`src/rtl/mips_pkg.sv`:
```
// Shared MIPS constants: data width, opcode encodings, fetch reset defaults.
package mips_pkg;

  localparam int unsigned WORD_W = 32;

  localparam logic [5:0] OP_RTYPE = 6'h00;
  localparam logic [5:0] OP_J     = 6'h02;
  localparam logic [5:0] OP_JAL   = 6'h03;
  localparam logic [5:0] OP_BEQ   = 6'h04;
  localparam logic [5:0] OP_LW    = 6'h23;
  localparam logic [5:0] OP_SW    = 6'h2B;

  localparam logic [WORD_W-1:0] NOP_INSTR_DEF = 32'h0000_0000;
  localparam logic [WORD_W-1:0] RESET_PC_DEF  = 32'h0000_0000;

  // Pseudo-direct jump target: region bits come from the delay-free PC+4.
  function automatic logic [WORD_W-1:0] jump_target(input logic [WORD_W-1:0] pc4,
                                                    input logic [WORD_W-1:0] instr);
    return {pc4[31:28], instr[25:0], 2'b00};
  endfunction

endpackage

```
`src/rtl/next_pc_sel.sv`:
```
// Combinational next-PC priority mux: jump over taken branch over sequential PC+4.
module next_pc_sel
  import mips_pkg::*;
(
  input  logic [WORD_W-1:0] pc4,
  input  logic [WORD_W-1:0] br_tgt,
  input  logic [WORD_W-1:0] j_tgt,
  input  logic              take_j,
  input  logic              take_b,
  output logic [WORD_W-1:0] next_pc
);

  always_comb begin
    next_pc = pc4;
    if (take_j) begin
      next_pc = j_tgt;
    end else if (take_b) begin
      next_pc = br_tgt;
    end
  end

endmodule

```
`src/rtl/fetch_stage.sv`:
```
// Instruction fetch: PC register, redirect resolution and IF/ID pipeline register.
// Optional perf counters (perf_fetched, perf_bubbles) enabled by FETCH_PERF_CNT_EN.
module fetch_stage
  import mips_pkg::*;
#(
  parameter logic [WORD_W-1:0] RESET_PC  = RESET_PC_DEF,
  parameter logic [WORD_W-1:0] NOP_INSTR = NOP_INSTR_DEF
) (
  input  logic              clk,
  input  logic              rst,
  input  logic              stall,
  input  logic              branch,
  input  logic              zero,
  input  logic              jump,
  input  logic [WORD_W-1:0] imm_sext,
  input  logic [WORD_W-1:0] imem_rdata,
  output logic [WORD_W-1:0] imem_addr,
  output logic [WORD_W-1:0] if_id_instr,
  output logic [WORD_W-1:0] if_id_pc4,
  output logic              if_id_valid,
`ifdef FETCH_PERF_CNT_EN
  output logic [31:0]       perf_fetched,
  output logic [31:0]       perf_bubbles,
`endif
  output logic [5:0]        opcode
);

  logic [WORD_W-1:0] pc_q, pc_d;
  logic [WORD_W-1:0] if_id_instr_q, if_id_instr_d;
  logic [WORD_W-1:0] if_id_pc4_q, if_id_pc4_d;
  logic              if_id_valid_q, if_id_valid_d;

  logic [WORD_W-1:0] pc4, br_tgt, j_tgt, next_pc;
  logic              take_j, take_b, redirect;

  assign pc4    = pc_q + 32'd4;
  assign br_tgt = if_id_pc4_q + {imm_sext[29:0], 2'b00};
  assign j_tgt  = jump_target(if_id_pc4_q, if_id_instr_q);

  // A bubble in IF/ID must never redirect, which also rules out back-to-back redirects.
  assign take_j   = jump & if_id_valid_q;
  assign take_b   = branch & zero & if_id_valid_q;
  assign redirect = take_j | take_b;

  next_pc_sel u_next_pc_sel (
    .pc4     (pc4),
    .br_tgt  (br_tgt),
    .j_tgt   (j_tgt),
    .take_j  (take_j),
    .take_b  (take_b),
    .next_pc (next_pc)
  );

  always_comb begin
    pc_d          = pc_q;
    if_id_instr_d = if_id_instr_q;
    if_id_pc4_d   = if_id_pc4_q;
    if_id_valid_d = if_id_valid_q;
    if (!stall) begin
      pc_d = next_pc;
      if (redirect) begin
        // Squash the wrong-path word fetched this cycle.
        if_id_instr_d = NOP_INSTR;
        if_id_valid_d = 1'b0;
      end else begin
        if_id_instr_d = imem_rdata;
        if_id_pc4_d   = pc4;
        if_id_valid_d = 1'b1;
      end
    end
  end

  always_ff @(posedge clk) begin
    if (rst) begin
      pc_q          <= RESET_PC;
      if_id_instr_q <= NOP_INSTR;
      if_id_pc4_q   <= RESET_PC;
      if_id_valid_q <= 1'b0;
    end else begin
      pc_q          <= pc_d;
      if_id_instr_q <= if_id_instr_d;
      if_id_pc4_q   <= if_id_pc4_d;
      if_id_valid_q <= if_id_valid_d;
    end
  end

  assign imem_addr   = pc_q;
  assign if_id_instr = if_id_instr_q;
  assign if_id_pc4   = if_id_pc4_q;
  assign if_id_valid = if_id_valid_q;
  assign opcode      = if_id_instr_q[31:26];

`ifdef FETCH_PERF_CNT_EN
  logic [31:0] perf_fetched_q, perf_fetched_d;
  logic [31:0] perf_bubbles_q, perf_bubbles_d;

  always_comb begin
    perf_fetched_d = perf_fetched_q;
    perf_bubbles_d = perf_bubbles_q;
    if (!stall) begin
      if (redirect) begin
        perf_bubbles_d = perf_bubbles_q + 32'd1;
      end else begin
        perf_fetched_d = perf_fetched_q + 32'd1;
      end
    end
  end

  always_ff @(posedge clk) begin
    if (rst) begin
      perf_fetched_q <= 32'd0;
      perf_bubbles_q <= 32'd0;
    end else begin
      perf_fetched_q <= perf_fetched_d;
      perf_bubbles_q <= perf_bubbles_d;
    end
  end

  assign perf_fetched = perf_fetched_q;
  assign perf_bubbles = perf_bubbles_q;
`endif

endmodule

```
`config.mk`:
```
export PLATFORM = sky130hd
export DESIGN_NAME = fetch_stage
export DESIGN_NICKNAME = d
export VERILOG_FILES = /design/src/rtl/mips_pkg.sv /design/src/rtl/next_pc_sel.sv /design/src/rtl/fetch_stage.sv
export SDC_FILE = /design/constraint.sdc
export NUM_CORES = 1
export LEC_CHECK = 0
export CAP_MARGIN = 20
export CORE_MARGIN = 5
export CORE_UTILIZATION = 52
export DETAILED_ROUTE_END_ITERATION = 10
export GPL_ROUTABILITY_DRIVEN = 0
export PLACE_DENSITY = 0.91
export RECOVER_POWER = 100
export SLEW_MARGIN = 20
export SYNTH_ARGS = -nofsm -noshare
export SYNTH_HDL_FRONTEND = slang
export SYNTH_SLANG_ARGS = --single-unit
```
`constraint.sdc`:
```
create_clock -name clk -period 7.75 [get_ports clk]
set_input_delay 1.55 -clock clk [delete_from_list [all_inputs] [get_ports clk]]
set_output_delay 1.55 -clock clk [all_outputs]
set_load 0.1 [all_outputs]
```
# Word level (Yosys, flattened, before mapping)
# Index checks and enable logic that the tools add are counted.
dict set report totals {
  inputBits 70
  regBits 97
  out_inout_bits 103
  word_cells 17
}
dict set report op_classes {
  n_bitwise 6
  mux 4
  add_sub_neg 2
  reduce_logical 1
}
# operator count
set op_table {}
lappend op_table {{$mux W32} 3}
lappend op_table {{$add A32 B3 Y32 const B} 1}
lappend op_table {{$add A32 B32 Y32} 1}
lappend op_table {{$and A1 B1 Y1} 3}
lappend op_table {{$not A1 Y1} 2}
lappend op_table {{$reduce_and A2 Y1} 1}
lappend op_table {{$mux W1} 1}
lappend op_table {{$or A1 B1 Y1} 1}

# Logic depth before layout (Yosys ltp)
dict set report depth {
  word_depth 5
  ltp_mapped 11
  depth_no_buf 11
}

# Cells and area by module
# A second synthesis with hierarchy kept.
dict set report hier_totals {
  hier_cells 799
  area_unflattened_um2 6397.4
}
# module seq_area_each_um2 cells_each instances area_per_inst_um2
set modules_own_cells {}
lappend modules_own_cells {fetch_stage 1941.9 692 1 5683.0}
lappend modules_own_cells {next_pc_sel 0.0 107 1 714.4}

# Worst setup path after synthesis
# Ideal clock, no wire load.
dict set report synth_path {
  path_kind {input port to flip-flop}
  start {input imm_sext[0]}
  end {register pc_q[28], in the netlist imem_addr[28]}
  required_time_ns 7.634
  stages 11
  t_arrival_ns 3.924
  n_path_buf 0
  setup_ns 0.116
  slack_ns 3.710
  cell_sequence {ha_1 fa_1 a211oi_2 o21ai_1 a21o_1 o32a_4 a31oi_4 nor2_1 a311oi_2 o32ai_1 a41o_1}
}
dict set report synth_between {
  elab_chain_len 3
}
# item line
set synth_rtl {}
lappend synth_rtl {{start, declared} fetch_stage.sv:15} ;# input logic [WORD_W-1:0] imm_sext,
lappend synth_rtl {{$add A32 B32 Y32} fetch_stage.sv:37} ;# assign br_tgt = if_id_pc4_q + {imm_sext[29:0], 2'b00};
lappend synth_rtl {{$mux W32} next_pc_sel.sv:17} ;# end else if (take_b) begin
lappend synth_rtl {{$mux W32} next_pc_sel.sv:15} ;# if (take_j) begin
lappend synth_rtl {{end signal, assigned} fetch_stage.sv:80} ;# pc_q <= pc_d;
lappend synth_rtl {{end, declared} fetch_stage.sv:28} ;# logic [WORD_W-1:0] pc_q, pc_d;
# Every way passes these cells.
# A chain may end at the register's enable or synchronous reset.

# Worst setup path after layout
dict set report layout_path {
  start {input branch}
  end {register if_id_instr_q[15], in the netlist if_id_instr[15]}
}
dict set report layout_between {
  elab_chain_len 4
}
# item line
set layout_rtl {}
lappend layout_rtl {{start, declared} fetch_stage.sv:12} ;# input logic branch,
lappend layout_rtl {{$and A1 B1 Y1 (2 in series)} fetch_stage.sv:42} ;# assign take_b = branch & zero & if_id_valid_q;
lappend layout_rtl {{$or A1 B1 Y1} fetch_stage.sv:43} ;# assign redirect = take_j | take_b;
lappend layout_rtl {{$mux W32} fetch_stage.sv:61} ;# if (redirect) begin
lappend layout_rtl {{end signal, assigned} fetch_stage.sv:81} ;# if_id_instr_q <= if_id_instr_d;
lappend layout_rtl {{end, declared} fetch_stage.sv:29} ;# logic [WORD_W-1:0] if_id_instr_q, if_id_instr_d;
# Every way passes these cells.

==> flow_summary.yaml <==
final_layout:
  final_cell_mix: "127 x nor2_1, 106 x dlygate4sd3_1, 97 x dfxtp_1, 70 x nand2_1, 62 x clkdlybuf4s50_1"
  fillers: 917
  drive_gt1_share_pct: 3.00
  syn_to_final_growth_pct: 32.1
  nets: 995
  antennaDiodeCount: 0
  mostFrequentLayoutCell: "nor2_1"
  final_core_util_pct: 69.4
critical_path:
  r2r_slack_ns: 3.58
  path_class: "input pin to flip-flop"
  crit_slowest_cell: "clkbuf_1"
  crit_arrival_ns: 5.87
  path_buf_inv: 3
  r2r_cells: 6
  cp_cell_sequence: "dlygate4sd3_1 -> and3_1 -> clkbuf_1 -> nor2_4 -> clkbuf_1 -> a22oi_1 -> nor2_1"
  endpoint_kind: "flip-flop"
  crit_required_ns: 8.02
  reg2reg_to: "if_id_instr[15]$_SDFFE_PP0N_"
  crit_family: "buffers and inverters"
  crit_fanout: 45
  path_common_cell: "clkbuf_1"
  r2r-start: "if_id_valid$_SDFFE_PP0N_"
  worstSetupStartpointType: "input pin"
  cp_slowest_stage_delay_ns: 1.47
clock_tree:
  cts.sinks: 97
  post_cts_buffers: 0
  ctsResizeCount: 0
  cts_tree: "built"
  numCtsBuffers: 9
  postCtsHoldBufs: 0
  clk_pin_slew_ns: 0.06
  root_buffer: "clkbuf_16"
  clk_latency_ns: 0.34
  cts_max_level: 3
  clockBufferDepth: 2
synthesis:
  async_reset_ff_share_pct: 0
  synth_cell_types: 61
  syn_nets: 860
  synth_area_um2: 5950
  ys_ff_latch: 97
  yosysSeqAreaShare_pct: 32.6
  ys_warn_count: 0
  syn_inst: 759
  avgSynthCellArea_um2: 7.84
  ys.flop_type: "dfxtp_1"
  synth_edf_count: 0
timing:
  rsz0062_at_grt: "false"
  tightest_slew_ns: 1.96
  slew_viol_final: 87
  hold_violations: 0
  fin_ws_ns: 2.15
  min_period_ns: 5.60
  fin_skew_ns: 0.00647
  setup_viol: 0
  fmax_mhz: 178
  fin_setup_tns_ns: 0
  slew_headroom_pct: -30.8
  period_share_pct: 72.3
detailed_routing:
  drt_iter0_drc: 620
  ant_nets: 0
  vias: 6184
  vias_per_cell: 5.93
  drc: 0
  routedWlPerCell_um: 17.5
  drt_wl_total_um: 18300
  firstDrtPassIters: 5
power:
  power_density_nw_per_um2: 200
  ir_drop_v: 0.000167
  p_leak_nw: 3.33
run_status:
  status: "complete, but fails checks"
  violations: "max-capacitance violations, max-slew violations"
min_path:
  holdPathStages: 2
  hp-class: "flip-flop to flip-flop"
  whs_endpoint: "imem_addr[1]$_SDFFE_PP0P_"
  min_from: "if_id_pc4[1]$_SDFFE_PP0P_"
run:
  cap_violations: 2
floorplanning:
  core_um2: 11300
  chipHeight_um: 117
  floorplan.initialDensity_pct: 52.5
  die_area_um2: 13700
  num_rows: 39
  die_w_um: 117
  ios: 173
global_routing:
  grt_pass1_wl_um: 28900
  antenna_found_initial: 0
  grt_remaining_overflow: 0
  grt.total_usage_pct: 26.5
  grt_max_degree: 88
  grt_pass1_vias: 5754
place:
  port_buffers: 170
  place_hpwl_um: 13400
  dp_slack_ns: 2.93
[power breakdown]
group / internal [mW] / leakage [nW] / switching (mW)
Sequential: 0.529 / 0.795 / 0.0321
Clock: 0.276 / 0.153 / 0.182
Combinational: 0.156 / 2.38 / 0.396
Total: 0.961 / 3.33 / 0.610
[cell usage after synthesis (3+ instances only)]
| cell type | count | area (um^2) |
|---|---|---|
| nor2_1 | 128 | 480 |
| inv_1 | 11 | 41.3 |
| and2_1 | 4 | 25.0 |
| mux2i_1 | 4 | 40.0 |
| or3_1 | 3 | 18.8 |
| xnor2_1 | 19 | 166 |
| nand4_1 | 7 | 43.8 |
| and3_1 | 12 | 75.1 |
| ha_1 | 30 | 375 |
| a211oi_1 | 36 | 270 |
| dfxtp_1 | 97 | 1940 |
| o21a_1 | 4 | 30.0 |
| xor2_1 | 29 | 254 |
| nand2_1 | 70 | 263 |
| nor2b_1 | 3 | 18.8 |
| clkbuf_1 | 40 | 150 |
| a22oi_1 | 39 | 293 |
| o21ai_0 | 39 | 195 |
| o21bai_1 | 3 | 22.5 |
| o21ai_1 | 3 | 15.0 |
| a21oi_1 | 54 | 270 |
| a21o_1 | 8 | 60.1 |
| o211ai_1 | 6 | 45.0 |
| and4_1 | 4 | 35.0 |
| a2111oi_0 | 4 | 35.0 |
| buf_1 | 4 | 15.0 |
| nand3_1 | 22 | 110 |
| o22ai_1 | 8 | 50.1 |
| a211o_1 | 3 | 26.3 |
| nand2b_1 | 4 | 25.0 |
| nand3b_1 | 3 | 22.5 |
| buf_4 | 8 | 60.1 |
| nor3b_1 | 3 | 22.5 |
| nor3_1 | 14 | 70.1 |
[logic make-up (layout without fill, tap and decap cells)]
family | Yosys count | count (layout) | synth area share [%]
AOI/OAI and AO/OA | 233 | 233 | 27.3
xor gates and xnor gates | 48 | 48 | 7.07
adders and majority gates | 31 | 31 | 6.65
buffers and inverters | 63 | 203 | 4.48
DFF | 97 | 97 | 32.6
muxes | 5 | 5 | 0.862
and+or+nand+nor | 282 | 282 | 21.0
[metrics by stage]
step / hold WS, ns / instance area [um^2] / instances / power [mW]
2_1_floorplan: 0.442 / 5950 / 759 / 0.984
3_3_place_gp: 0.459 / 7650 / 1026 / 1.13
5_1_grt: 0.496 / 7860 / 1042 / 1.63
3_5_place_dp: 0.469 / 7650 / 1026 / 1.14
6_report: 0.471 / 7860 / 1042 / 1.57
4_1_cts: 0.481 / 7960 / 1042 / 1.59
[metal layers]
| metal | wire (um) | part of all wire [%] | track usage [%] | vias to the layer above |
|---|---|---|---|---|
| met5 | 0 | 0 | 0 | - |
| met1 | 8020 | 44 | 36.7 | 2863 |
| met3 | 1670 | 9.2 | 5.86 | 24 |
| li1 | - | - | - | 3027 |
| met4 | 346 | 1.9 | 8.33 | 0 |
| met2 | 8220 | 45 | 41.2 | 270 |
[worst max-delay path by stage]
stage | start | to | slack (ns) | cells past startpoint
finish | branch | if_id_instr[15]$_SDFFE_PP0N_ | 2.15 | 7
detailed placement | imm_sext[0] | imem_addr[28]$_SDFFE_PP0N_ | 2.93 | 12
floorplan | imm_sext[0] | imem_addr[28]$_SDFFE_PP0N_ | 3.71 | 11
global route | branch | if_id_pc4[5]$_SDFFE_PP0P_ | 1.78 | 7
CTS | imm_sext[0] | imem_addr[28]$_SDFFE_PP0N_ | 3.26 | 12
global placement | imm_sext[0] | imem_addr[28]$_SDFFE_PP0N_ | 2.97 | 12
[worst reg2reg max path, cell delays in order, from the launching register on]
cell and delay (ns):
dfxtp_1 0.35, and3_1 0.15, clkbuf_1 0.69, nor2_4 1.01, clkbuf_1 1.49, a22oi_1 0.23
nor2_1 0.18
[sequential cells by signal, indices dropped and copies added (netlist names)]
register,flops
imem_addr,32
if_id_pc4,32
if_id_valid,1
if_id_instr,32
[cell type report]
type                       instances  area [um^2]  share of cell area, %
tap                              143          179                   2.28
multi-input combinational        599         3660                   46.5
timing repair buffer             176         1730                   22.0
inverter                          11         41.3                  0.525
clock buffer                      14          274                   3.49
sequential                        97         1940                   24.7
clock inverter                     2         35.0                  0.446
Power figures use the tool's default switching activity.
